[src/rtl/alu_muldiv_unit.sv]
// alu_muldiv_unit
//   Iterative unsigned MUL / DIV engine behind the single-cycle ALU.
//   MUL is shift-add (LSB first), DIV is restoring, one bit per clock.
//   Results, flags and dz are registered and hold until the next
//   accepted request completes.
// Ports
//   clk, rst      clock, synchronous active-high reset
//   start, op     request strobe and aluOp (MULA=3'b010, DIVA=3'b011)
//   a, b          multiplicand/dividend, multiplier/divisor
//   busy          high from the cycle after accept through DONE
//   done          one-cycle completion pulse
//   out, rem      product low half or quotient; remainder (0 on MUL)
//   flags         {Z, N} of out
//   dz            divide-by-zero indicator of the last DIV
module alu_muldiv_unit #(
  parameter int WIDTH = 32,
  parameter int CNT_W = 6
) (
  input  logic             clk,
  input  logic             rst,
  input  logic             start,
  input  logic [2:0]       op,
  input  logic [WIDTH-1:0] a,
  input  logic [WIDTH-1:0] b,
  output logic             busy,
  output logic             done,
  output logic [WIDTH-1:0] out,
  output logic [WIDTH-1:0] rem,
  output logic [1:0]       flags,
  output logic             dz
);
  localparam logic [2:0] MULA = 3'b010;
  localparam logic [2:0] DIVA = 3'b011;

  typedef enum logic [1:0] {S_IDLE, S_RUN, S_DZ, S_DONE} state_t;

  state_t           r_state;
  logic [CNT_W-1:0] r_cnt;
  logic [WIDTH-1:0] r_a;      // MUL: shifted multiplicand; DIV: dividend -> quotient
  logic [WIDTH-1:0] r_b;      // MUL: shifted multiplier;   DIV: divisor
  logic [WIDTH-1:0] r_acc;    // MUL: product accumulator;  DIV: partial remainder
  logic             r_div;
  logic             r_busy, r_done, r_dz;
  logic [WIDTH-1:0] r_out, r_rem;
  logic [1:0]       r_flags;

  // One MUL step: add the shifted multiplicand when the current multiplier bit is set.
  logic [WIDTH-1:0] w_mul_acc;
  assign w_mul_acc = r_acc + (r_b[0] ? r_a : '0);

  // One DIV step: shift the next dividend bit into a WIDTH+1 bit partial
  // remainder. The remainder stays below b, so the difference fits WIDTH bits.
  logic [WIDTH:0]   w_div_sh;
  logic             w_div_ge;
  logic [WIDTH-1:0] w_div_rem;
  logic [WIDTH-1:0] w_div_q;
  assign w_div_sh  = {r_acc, r_a[WIDTH-1]};
  assign w_div_ge  = w_div_sh[WIDTH] | (w_div_sh[WIDTH-1:0] >= r_b);
  assign w_div_rem = w_div_ge ? (w_div_sh[WIDTH-1:0] - r_b) : w_div_sh[WIDTH-1:0];
  assign w_div_q   = {r_a[WIDTH-2:0], w_div_ge};

  logic [WIDTH-1:0] w_res;
  assign w_res = r_div ? w_div_q : w_mul_acc;

  always_ff @(posedge clk) begin
    if (rst) begin
      r_state <= S_IDLE;
      r_cnt   <= '0;
      r_a     <= '0;
      r_b     <= '0;
      r_acc   <= '0;
      r_div   <= 1'b0;
      r_busy  <= 1'b0;
      r_done  <= 1'b0;
      r_out   <= '0;
      r_rem   <= '0;
      r_flags <= 2'b10;
      r_dz    <= 1'b0;
    end else begin
      r_done <= 1'b0;
      case (r_state)
        S_IDLE: begin
          if (start && (op == MULA || op == DIVA)) begin
            r_a    <= a;
            r_b    <= b;
            r_acc  <= '0;
            r_div  <= (op == DIVA);
            r_cnt  <= CNT_W'(WIDTH - 1);
            r_busy <= 1'b1;
            r_state <= (op == DIVA && b == '0) ? S_DZ : S_RUN;
          end
        end
        S_RUN: begin
          if (r_div) begin
            r_acc <= w_div_rem;
            r_a   <= w_div_q;
          end else begin
            r_acc <= w_mul_acc;
            r_a   <= r_a << 1;
            r_b   <= r_b >> 1;
          end
          if (r_cnt == '0) begin
            r_out   <= w_res;
            r_rem   <= r_div ? w_div_rem : '0;
            r_dz    <= 1'b0;
            r_flags <= {w_res == '0, w_res[WIDTH-1]};
            r_done  <= 1'b1;
            r_state <= S_DONE;
          end else begin
            r_cnt <= r_cnt - 1'b1;
          end
        end
        S_DZ: begin
          // All-ones quotient: Z=0, N=1.
          r_out   <= '1;
          r_rem   <= r_a;
          r_dz    <= 1'b1;
          r_flags <= 2'b01;
          r_done  <= 1'b1;
          r_state <= S_DONE;
        end
        default: begin
          r_busy  <= 1'b0;
          r_state <= S_IDLE;
        end
      endcase
    end
  end

  assign busy  = r_busy;
  assign done  = r_done;
  assign out   = r_out;
  assign rem   = r_rem;
  assign flags = r_flags;
  assign dz    = r_dz;
endmodule

[config.mk]
export PLATFORM = sky130hd
export DESIGN_NAME = alu_muldiv_unit
export DESIGN_NICKNAME = d
export VERILOG_FILES = /design/src/rtl/alu_muldiv_unit.sv
export SDC_FILE = /design/constraint.sdc
export NUM_CORES = 1
export LEC_CHECK = 0
export ABC_AREA = 0
export CAP_MARGIN = 0
export CORE_MARGIN = 2
export CORE_UTILIZATION = 25
export DETAILED_ROUTE_END_ITERATION = 8
export GPL_TIMING_DRIVEN = 0
export PLACE_DENSITY_LB_ADDON = 0.1
export RECOVER_POWER = 50
export REMOVE_ABC_BUFFERS = 1
export SYNTH_ARGS = -nofsm -noshare
export SYNTH_HDL_FRONTEND = slang
export SYNTH_SLANG_ARGS = --single-unit
[constraint.sdc]
create_clock -name clk -period 3.8 [get_ports clk]
set_input_delay 0.38 -clock clk [delete_from_list [all_inputs] [get_ports clk]]
set_output_delay 0.38 -clock clk [all_outputs]
set_load 0.03 [all_outputs]
# ---- Yosys cells after proc, flatten, opt, wreduce, memory -nomap -nowiden
# Index checks and enable logic that the tools add are counted.
# W data, S select, Z words.
dict set report word_totals {
  regBits 174
  in_bits 70
  out_inout_bits 69
  wordCells 75
}
dict set report op_classes {
  n_addsub 3
  order_cmp 1
  n_eq_ne 8
  n_mux 32
  n_bitwise 2
  n_reduce_logical 17
}
# op n
set ops {}
lappend ops {{$mux W32} 11}
lappend ops {{$pmux W32 S2} 5}
lappend ops {{$logic_not A32 Y1} 2}
lappend ops {{$add A32 B32 Y32} 1}
lappend ops {{$ge A32 B32 Y1} 1}
lappend ops {{$sub A32 B32 Y32} 1}
lappend ops {{$mux W6} 2}
lappend ops {{$pmux W6 S2} 1}
lappend ops {{$reduce_and A2 Y1} 5}
lappend ops {{$mux W2} 4}
lappend ops {{$ne A2 B2 Y1 const B} 4}
lappend ops {{$eq A3 B2 Y1 const B} 2}
lappend ops {{$logic_not A6 Y1} 1}
lappend ops {{$pmux W1 S2} 3}
lappend ops {{$pmux W2 S3} 1}
lappend ops {{$reduce_and A3 Y1} 2}
lappend ops {{$sub A6 B1 Y6 const B} 1}
lappend ops {{$mux W1} 4}
lappend ops {{$pmux W2 S2} 1}
lappend ops {{$reduce_bool A2 Y1} 2}
lappend ops {{$eq A2 B1 Y1 const B} 1}
lappend ops {{$eq A2 B2 Y1 const B} 1}
lappend ops {{$logic_and A1 B1 Y1} 2}
lappend ops {{$logic_not A2 Y1} 1}
lappend ops {{other kinds (4)} 4}

# ---- Logic depth before layout (Yosys ltp)
dict set report depth {
  ltp_word 6
  mapped_depth 15
  mapped_depth_nobuf 14
}

# ---- Least setup slack after synthesis
# No wires, ideal clock.
dict set report synth_timing {
  path_kind {reg-to-reg}
  from {register r_a[0]}
  to {register r_flags[1], in the netlist flags[1]}
  setup_ps 60
  arrival_time_ps 3244
  required_ps 3740
  setup_slack_ps 496
  path_stages_with_launch 14
  path_buffers 0
  period_less_slack_ps 3304
  cell_sequence {dfxtp_1 > and2_1 > ha_1 > fa_1 > a21oi_1 > o21ai_1 > a2111oi_2 > or2_4 > o41ai_2 > a31oi_1 > mux2_2 > a2111oi_2 > nand4_1 > nand2_1}
}
dict set report synth_between {
  elab_chain_cells 6
}
# element line
set synth_lines {}
lappend synth_lines {{from (decl)} 39} ;# logic [WIDTH-1:0] r_a;
lappend synth_lines {{from (signal assigned)} 96} ;# r_a <= w_div_q;
lappend synth_lines {{from (signal assigned)} 99} ;# r_a <= r_a << 1;
lappend synth_lines {{$mux W32} 49} ;# assign w_mul_acc = r_acc + (r_b[0] ? r_a : '0);
lappend synth_lines {{$add A32 B32 Y32} 49}
lappend synth_lines {{$mux W32 (*)} 63} ;# assign w_res = r_div ? w_div_q : w_mul_acc;
lappend synth_lines {{$logic_not A32 Y1 (*)} 106} ;# r_flags <= {w_res == '0, w_res[WIDTH-1]};
lappend synth_lines {{$mux W2 (*)} 102} ;# if (r_cnt == '0) begin
lappend synth_lines {{$pmux W2 S2 (*)} 81} ;# case (r_state)
lappend synth_lines {{to (signal assigned)} 106}
lappend synth_lines {{to (decl)} 45} ;# logic [1:0] r_flags;
# Mark *: on every way between the ends. The rest lies on a longest branch, timed or not. The select of a mux whose other input is x is not followed.
# A chain may end at the register's enable or synchronous reset.

# ---- Worst setup path after layout
dict set report layout_timing {
  from {register r_b[0]}
  to {register r_flags[1], in the netlist flags[1]}
}
dict set report layout_between {
  elab_chain_cells 6
  elab_cells_between_ends 8
  classes_between {add/sub (1); order compare (1); mux (4); bitwise (1); reduce/logical (1)}
}
# element line
set layout_lines {}
lappend layout_lines {{from (decl)} 40} ;# logic [WIDTH-1:0] r_b;
lappend layout_lines {{from (signal assigned)} 100} ;# r_b <= r_b >> 1;
lappend layout_lines {{$mux W32 or $ge A32 B32 Y1 (tied branches)} {49, 58}}
lappend layout_lines {{$add A32 B32 Y32 or $or A1 B1 Y1 (tied branches)} {49, 58}}
lappend layout_lines {{$mux W32 (*)} 63}
lappend layout_lines {{$logic_not A32 Y1 (*)} 106}
lappend layout_lines {{$mux W2 (*)} 102}
lappend layout_lines {{$pmux W2 S2 (*)} 81}
# Marks and branches as above.

==> out/metrics.yaml <==
setup_path:
  path_cells: "clkbuf_8, and2_1, ha_2, o21ai_0, o21ai_2, a21oi_4, o41a_4, a21oi_4, a221oi_2, mux2i_2, a2111oi_4, nand4_1, nand2_1"
  crit_slowest_cell: "o41a_4"
  crit_fanout: 8
  worstPathArrival_ns: 4.07
  critPathLaunchType: "register"
  crit_type: "reg -> reg"
  end_kind: "register"
  cpMostUsedCell: "a21oi_4"
  worst_ep_required_time_ns: 4.21
  slowest_delay_ns: 0.55
  reg2regPathDepth: 13
clock_tree:
  cts_tree: "yes"
  cts_buffers: 17
  h-tree-depth: 4
  insertion_delay_ns: 0.48
  clkTransAtPathRegs_ns: 0.07
  clockRootBuffer: "clkbuf_16"
  hold_buffers: 0
  cts.sink_count: 173
  cts_buffer_depth: 2
die:
  start_util_pct: 25.4
  die_area_mm2: 0.0502
  io-pin-count: 139
  dieHeight_um: 224
  rows: 80
  die_w_um: 224
  core_area_mm2: 0.0477
placed_design:
  place_ws_ns: -0.966
  routabilityCongestion: 0.855
  place_hpwl_um: 36600
  port_buffers: 138
  numPlacedInstances: 2193
synthesis:
  ys_warn_count: 0
  postSynthAreaPerCell_um2: 7.94
  synth_edf_count: 0
  netlist_instances: 1524
  ys_seq_area_share_pct: 28.6
  ys_ff_latch: 173
  async_reset_ff_share_pct: 0
  synth_cell_types: 85
  syn_area_mm2: 0.0121
  ys.flop_type: "dfxtp_1"
grt:
  grt_pass1_wl_um: 74200
  globalRouteMet1Util_pct: 25.8
  antenna_found_initial: 1
  grt.overflow.total: 0
  grt_usage_pct: 19.7
  grtUsageMet3_pct: 3.11
  grtUsageMet2_pct: 33.4
  grt_most_used_layer: "met2"
  grt_max_degree: 85
  grt_pass1_vias: 11800
sta:
  setup_slack_ns: 0.134
  setup_violations: 0
  max_freq_mhz: 273
  hold_viol: 0
  post-route-min-period_ns: 3.67
  rsz0062_at_grt: "true"
  fin_skew_ns: 0.0191
  tightest_slew_ns: 1.47
  drv_slew: 0
  max-slew-margin-rel_pct: 1.83
  fin_crit_sh_pct: 96.5
finish:
  area_growth_pct: 26.4
  nNetsFinal: 1754
  multi_input_area_mm2: 0.00833
  finalNonFillerCells: 2239
  seqCellArea_mm2: 0.00347
  fillers: 5096
  num_antenna_cells: 0
  layout-drive-gt1-share_pct: 9.05
power:
  clkPwrFrac_pct: 21.5
  ir_drop_mv: 0.305
  p_per_area_mw_per_mm2: 600
  p_seq_share_pct: 28.0
  sw_frac_of_total_pct: 43.6
  switchingPower_mw: 4.00
  power.internal_mw: 5.17
  power_leakage_nw: 5.80
  p_comb_share_pct: 50.4
drt:
  ant_nets: 0
  wirelength_um: 49500
  wl_per_cell_um: 22.1
  drtPass1Iterations: 6
  drc: 0
  viasPerCell: 5.30
  detailedRoute.firstIterationViolations: 710
  vias: 11900
run_status:
  outcome: "finished clean"
hold_path:
  hold_depth: 2
  hp-class: "in -> reg"
run:
  cap_violations: 0
## worst max-delay path, delay by kind of cell, from the launching register on
family / cells / cell delay (ns)
fa+ha+maj: 1 / 0.41
flops: 1 / 0.41
buf+inv: 1 / 0.20
compound gates: 7 / 1.94
mux: 1 / 0.23
simple gates: 3 / 0.39
## worst paths after layout
kind | from | endpoint | slack [ns]
worst max-delay path | r_b[0] | flags[1] | 0.13
worst max register to register | r_b[0] | flags[1] | 0.13
worst min-delay path | rst | rem[8] | 0.31
worst min register to register | flags[1] | flags[1] | 0.46
## registers in the layout, indices dropped and copies added, names as in the netlist, 2 cells and up
name	cells
out	31
flags	2
r_acc	32
r_state	2
rem	32
r_a	32
r_b	32
r_cnt	6
## cell type report
class | count | share of cell area, %
Inverter | 65 | 1.59
Multi-Input combinational cell | 1189 | 54.5
Clock buffer | 22 | 3.11
Tap cell | 615 | 5.03
Sequential cell | 173 | 22.7
Timing Repair Buffer | 166 | 12.0
Clock inverter | 9 | 1.04
## power by group through the flow
stage / Clock [mW] / Sequential (mW) / Combinational, mW
global route: 2.09 / 2.63 / 5.03
CTS: 2.03 / 2.60 / 4.66
floorplan: 0 / 2.91 / 2.50
detailed placement: 0 / 2.65 / 4.51
global placement: 0 / 2.66 / 4.43
finish: 1.98 / 2.57 / 4.63
## Yosys cell counts (all sizes together) (9+ instances only)
cell type | number | area, µm²
nor2b | 10 | 62.6
xor2 | 21 | 184
a22o | 10 | 87.6
a221oi | 15 | 131
nor2 | 202 | 761
a21o | 27 | 205
nand4 | 14 | 87.6
nor4 | 13 | 81.3
a222oi | 9 | 90.1
a21oi | 93 | 473
a22oi | 12 | 90.1
and3 | 9 | 56.3
mux2i | 88 | 881
o21ai | 85 | 437
xnor2 | 30 | 263
nand2 | 102 | 385
a311oi | 9 | 78.8
nor3 | 32 | 160
and2 | 39 | 244
a31oi | 15 | 100
inv | 65 | 244
o211ai | 14 | 115
o21a | 16 | 120
o31ai | 9 | 86.3
buf | 21 | 108
nand3 | 25 | 125
ha | 70 | 876
dfxtp | 173 | 3460
clkbuf | 77 | 290
a211oi | 98 | 736
or3 | 9 | 61.3
## stage by stage
step	power, mW	utilization, %	setup TNS (ns)	hold slack, ns	instance area (µm²)
2_1_floorplan	5.40	-	-276.00	0.448	11700
3_5_place_dp	7.16	29.9	-33.73	0.456	14300
4_1_cts	9.28	31.7	-0.0402	0.301	15100
6_report	9.17	32.0	0	0.306	15300
5_1_grt	9.75	32.0	-0.0177	0.323	15300
3_3_place_gp	7.09	29.0	-852.32	0.450	13900
## layout by cell type (no fill, tap or decap), types with 18 or more instances in the layout
cell type,Yosys,routed
nand3_1,25,25
xnor2_1,30,30
nor2_1,201,195
xor2_1,21,21
nor3_1,32,32
o21ai_0,77,76
mux2i_1,88,87
ha_1,70,64
a211oi_1,98,93
a21o_1,25,25
inv_1,65,64
dlygate4sd3_1,0,70
nand2_1,101,101
and2_1,39,39
clkdlybuf4s50_1,0,67
clkbuf_16,0,18
a21oi_1,91,83
dfxtp_1,173,169
## logic make-up after synthesis
family | Yosys count | share of synthesized area (%)
muxes | 95 | 7.93
adders and majority gates | 72 | 7.57
DFF | 173 | 28.6
and+or+nand+nor | 488 | 18.8
AOI/OAI and AO/OA | 482 | 28.1
buffers and inverters | 163 | 5.30
xor gates and xnor gates | 51 | 3.69
## timing repair
item | in CTS | in global routing
pin swaps | 5 | 13
resized for setup | 24 | 29
gates cloned | 1 | 0
setup endpoints to repair | 73 | 56
setup buffers | 6 | 8
## routing by layer
layer	part of all wire, %	vias up
met5	0	-
met4	1.9	0
met3	3.9	41
met2	48	244
met1	46	5759
li1	-	5820
(Power assumes the default switching activity.)
==> edit 1 (same settings) <==
The parameter `WIDTH` goes from 32 to 16.
--- a/src/rtl/alu_muldiv_unit.sv
+++ b/src/rtl/alu_muldiv_unit.sv
@@ -13,7 +13,7 @@
 //   flags         {Z, N} of out
 //   dz            divide-by-zero indicator of the last DIV
 module alu_muldiv_unit #(
-  parameter int WIDTH = 32,
+  parameter int WIDTH = 16,
   parameter int CNT_W = 6
 ) (
   input  logic             clk,
Ports: changed (resized a, b, out and rem); port bits go from 139 to 75. The function was not compared with the original's and may differ.
==> edit 1 against the unedited design <==
Sequential power decreased by 44%. Via count decreased by 51%. Sequential cell count decreased by 80. Routed wire length decreased by 59%. Synthesized cell count decreased by 49%. Total power decreased by 42%. Highest routed layer unchanged. Synthesized area decreased by 49%. Setup slack improved by 180 ps. Sequential share of layout area increased by 2.0 points. Critical path depth decreased by 1. Final area decreased by 51%. Core utilization decreased by 0.85 points.
==> edit 1: results (changes against the unedited design) <==
status: "completed"
whs_endpoint: "rem[10]$_SDFFE_PP0P_"
port_buffers: 74  # -46%
wl_met1_mm: 9.89  # -57%
drive_above_1_share_pct: 5.28  # -3.8 points
routed.top_layer: "met4"
hold_path.class: "flip-flop to flip-flop"
grt_max_degree: 79  # -7.1%
max_stage_delay_ps: 690  # +140 ps
min-delay-start: "rem[10]$_SDFFE_PP0P_"
hold_ws_ps: 469  # +163 ps
final_nets: 909  # -48%
grt_pass1_wl_mm: 31.6  # -57%
clock-skew-final_ps: 10.6  # -8.53 ps
critPathArrivalTime_ps: 3780  # -290 ps
yosys_most_used_dff: "dfxtp_1"
seq_area_frac_synth_pct: 30.4  # +1.8 points
synthArstFlopShare_pct: 0  # unchanged
use_met3_pct: 2.43  # -0.68 points
synth_common_cells: "nor2_1, dfxtp_1, nand2_1"
path_clk_slew_ps: 70  # about the same
place_hpwl_mm: 14.8  # -60%
yosys.cell_types.count: 66  # -22%
rrSetupSlack_ps: 310  # +180 ps
vias: 5770  # -51%
irDropWorstVdd_mv: 0.251  # -18%
dp.cells: 1138  # -48%
instances_no_fill: 1158  # -48%
wl_mm: 20.2  # -59%
n_antenna_cell: 0  # unchanged
reg2regPathDepth: 12  # -1
wl_met2_mm: 9.55  # -60%
use_met1_pct: 21.6  # -4.3 points
drt-initial-drc-count: 250  # -65%
place.gp.congestion: 0.847  # -0.91%
leakage_nw: 2.90  # -50%
htreeDepth: 3  # -1
r2r_start: "r_a[15]$_SDFFE_PP0P_"
crit_family: "compound AO/OA/AOI/OAI gates"
synth_area_um2: 6130  # -49%
crit_slowest_cell: "o21a_1"
synth_area_leaders: "dfxtp_1, ha_1, mux2i_1"
synthCells: 776  # -49%
wl_met3_um: 584  # -69%
antenna_found_initial: 0  # -1
maxSlewHeadroom_pct: 26.5  # +25 points
use_met2_pct: 26.3  # -7.1 points
crit_end: "rem[3]$_SDFFE_PP0P_"
min_path_cells: 2  # unchanged
cts_buffers: 9  # -8
grt_pass1_vias: 5558  # -53%
crit_fanout: 16  # +8
first_pass_iters: 5  # -1
grt_usage_pct: 15.7  # -4.0 points
clk-insertion-delay-late_ps: 350  # -130 ps
edit 1: changes by cell type in the layout (fill, tap and decap cells not counted), moves of 35 or more:
cell | unedited run | this run
nor2_1 | 195 | 100
mux2i_1 | 87 | 43
nand2_1 | 101 | 61
o21ai_0 | 76 | 41
dfxtp_1 | 169 | 91
a211oi_1 | 93 | 53
edit 1: area by class of cell:
| class | count | area (um2) |
|---|---|---|
| Clock inverter | 2 | 10.0 |
| Inverter | 35 | 131 |
| Clock buffer | 12 | 256 |
| Fill cell | 2630 | 16600 |
| Timing Repair Buffer | 86 | 878 |
| Tap cell | 324 | 405 |
| Multi-Input combinational cell | 606 | 4000 |
| Sequential cell | 93 | 1860 |
edit 1: what timing repair did:
item                                    4_1_cts  5_1_grt
endpoints found under the setup margin        6        9
resized for setup                             3        2
pin swaps                                     0        1
gates cloned                                  0        0
buffers inserted                              0        5
edit 1: cell families after synthesis:
family	Yosys count	synth area share, %
AND/OR/NAND/NOR	264	19.8
AO/OA/AOI/OAI	239	26.4
flip-flops	93	30.4
buffers and inverters	77	5.06
multiplexers	44	7.21
adder cells (fa/ha/maj)	40	8.41
XOR/XNOR	19	2.71
edit 1: power breakdown:
| group | leakage, nW | internal [mW] | switching, mW |
|---|---|---|---|
| clock | 0.134 | 0.471 | 0.395 |
| combinational | 2.01 | 1.16 | 1.80 |
| sequential | 0.759 | 1.24 | 0.213 |
edit 1: metrics by stage:
stage | util (%) | cell area, um2 | setup slack [ps] | power [mW]
after detailed placement | 29.9 | 7230 | -300 | 4.44
after global placement | 29.4 | 7100 | -4790 | 4.44
final | 31.2 | 7540 | 310 | 5.28
after floorplan | - | 5950 | -809 | 3.39
after CTS | 31.0 | 7510 | 99.1 | 5.34
after global routing | 31.2 | 7540 | 48.4 | 5.70
==> edit 2 (config.mk and constraints unchanged) <==
Made on the original files. Register the output `rem` once more, cleared by the reset; this adds one clock of latency there. The other outputs are not delayed to match.
--- a/src/rtl/alu_muldiv_unit.sv
+++ b/src/rtl/alu_muldiv_unit.sv
@@ -130,7 +130,13 @@
   assign busy  = r_busy;
   assign done  = r_done;
   assign out   = r_out;
-  assign rem   = r_rem;
+  always_ff @(posedge clk) begin
+    if (rst) begin
+      rem <= '0;
+    end else begin
+      rem <= r_rem;
+    end
+  end
   assign flags = r_flags;
   assign dz    = r_dz;
 endmodule
Behaviour: not the same (Yosys sat finds a counterexample within 4 cycles, from zero or initial values and one cycle with rst high).
==> edit 2 against the unedited design <==
Sequential power increased by 12%. Routed wire length increased by 5.0%. Final area increased by 8.3%. Setup slack got worse by 240 ps. Total power increased by 8.5%. Synthesized area increased by 4.8%. Sequential cell count increased by 32. Highest routed layer unchanged. Sequential share of layout area increased by 2.1 points. First-iteration DRC count increased by 9.4%. Critical path type unchanged. Largest cell class unchanged. Maximum frequency decreased by 6.1%. Via count increased by 3.5%. Critical endpoint unchanged. The flow now finishes with violations (setup timing).
==> edit 2: results (changes against the unedited design) <==
synth_area_leaders: "dfxtp_1, ha_1, a211oi_1"
max_stage_delay_ps: 500  # -50 ps
p_switching_mw: 4.15  # +3.6%
cts_buffers: 27  # +10
grt_pass1_wl_mm: 78.2  # +5.5%
crit_slowest_cell: "or4_4"
irDropWorstVdd_mv: 0.343  # +12%
cts_resized: 64  # +170%
setup_violations: 1  # +1
dpl_cell_area_um2: 15000  # +5.1%
fin_setup_tns_ps: -105  # -105 ps
avgSynthCellArea_um2: 8.17  # +2.8%
grt_pass1_vias: 12300  # +4.5%
leakage_nw: 6.33  # +9.2%
place.gp.congestion: 0.864  # +1.0%
clock-skew-final_ps: 27.4  # +8.25 ps
powerClk_mw: 2.52  # +27%
critPathArrivalTime_ps: 4380  # +310 ps
synth_common_cells: "dfxtp_1, nor2_1, a211oi_1"
setup_slack_ps: -105  # -238 ps
crit_family: "simple AND/OR/NAND/NOR gates"
cts.path.max_buffers: 3  # +1
clkPwrFrac_pct: 25.3  # +3.8 points
reg2regPathDepth: 14  # +1
comb_power_share_pct: 45.6  # -4.8 points
maxSlewHeadroom_pct: 24.6  # +23 points
grt_usage_pct: 19.4  # -0.27 points
post-place-ws_ps: -1870  # -903 ps
status: "complete, but fails checks"
instances_no_fill: 2363  # +5.5%
violations: "setup timing"
place_hpwl_mm: 36.4  # -0.42%
yosys.cell_types.count: 81  # -4.7%
postCtsSetupBuffers: 14  # +8
final_nets: 1816  # +3.5%
dp.cells: 2283  # +4.1%
grt_max_degree: 91  # +7.1%
first_pass_iters: 5  # -1
drive_above_1_share_pct: 11.5  # +2.4 points
==> edit 2: cell types whose count changed in the layout (fill, tap and decap cells not counted), sizes merged, moves of 8 or more <==
cell    delta
dfxtp     +32
nor2b     +31
clkbuf    +18
buf       +17
o21ai     -12
mux2i     -11
nor3      +10
a221oi     -9
a21oi      +8
nor2       -8
==> edit 2: cell families after synthesis <==
family	after synthesis	synth area share, %
compound gates	481	26.8
xor+xnor	50	3.45
fa+ha+maj	72	7.22
buf+inv	153	4.62
flops	205	32.4
mux	81	6.43
simple gates	511	19.1
==> edit 2: layout make-up <==
cell class / count / area (um2)
Fill cell: 5313 / 33600
Multi-Input combinational cell: 1197 / 8540
Sequential cell: 205 / 4110
Timing Repair Buffer: 184 / 2010
Tap cell: 672 / 841
Clock buffer: 40 / 754
Inverter: 59 / 224
Clock inverter: 6 / 86.3
==> edit 2: routing by layer <==
layer  vias to the layer above  share of wire [%]  track usage (%)
li1                       6017                  -                -
met1                      5974                 45             24.8
met2                       226                 50             35.0
met3                        63                2.9             2.04
met4                         0                2.3             4.53
met5                         -                  0                0
==> edit 2: worst min-delay path by stage <==
stage | slack, ps | to | cells after the start | startpoint
2_1_floorplan | 420 | r_rem[9]$_SDFFE_PP0P_ | 2 | r_rem[9]$_SDFFE_PP0P_
3_3_place_gp | 460 | rem[27]$_SDFF_PP0_ | 1 | r_rem[27]$_SDFFE_PP0P_
3_5_place_dp | 460 | rem[8]$_SDFF_PP0_ | 1 | r_rem[8]$_SDFFE_PP0P_
4_1_cts | 260 | r_rem[10]$_SDFFE_PP0P_ | 2 | rst
5_1_grt | 300 | rem[7]$_SDFF_PP0_ | 2 | rst
6_report | 260 | rem[9]$_SDFF_PP0_ | 2 | rst
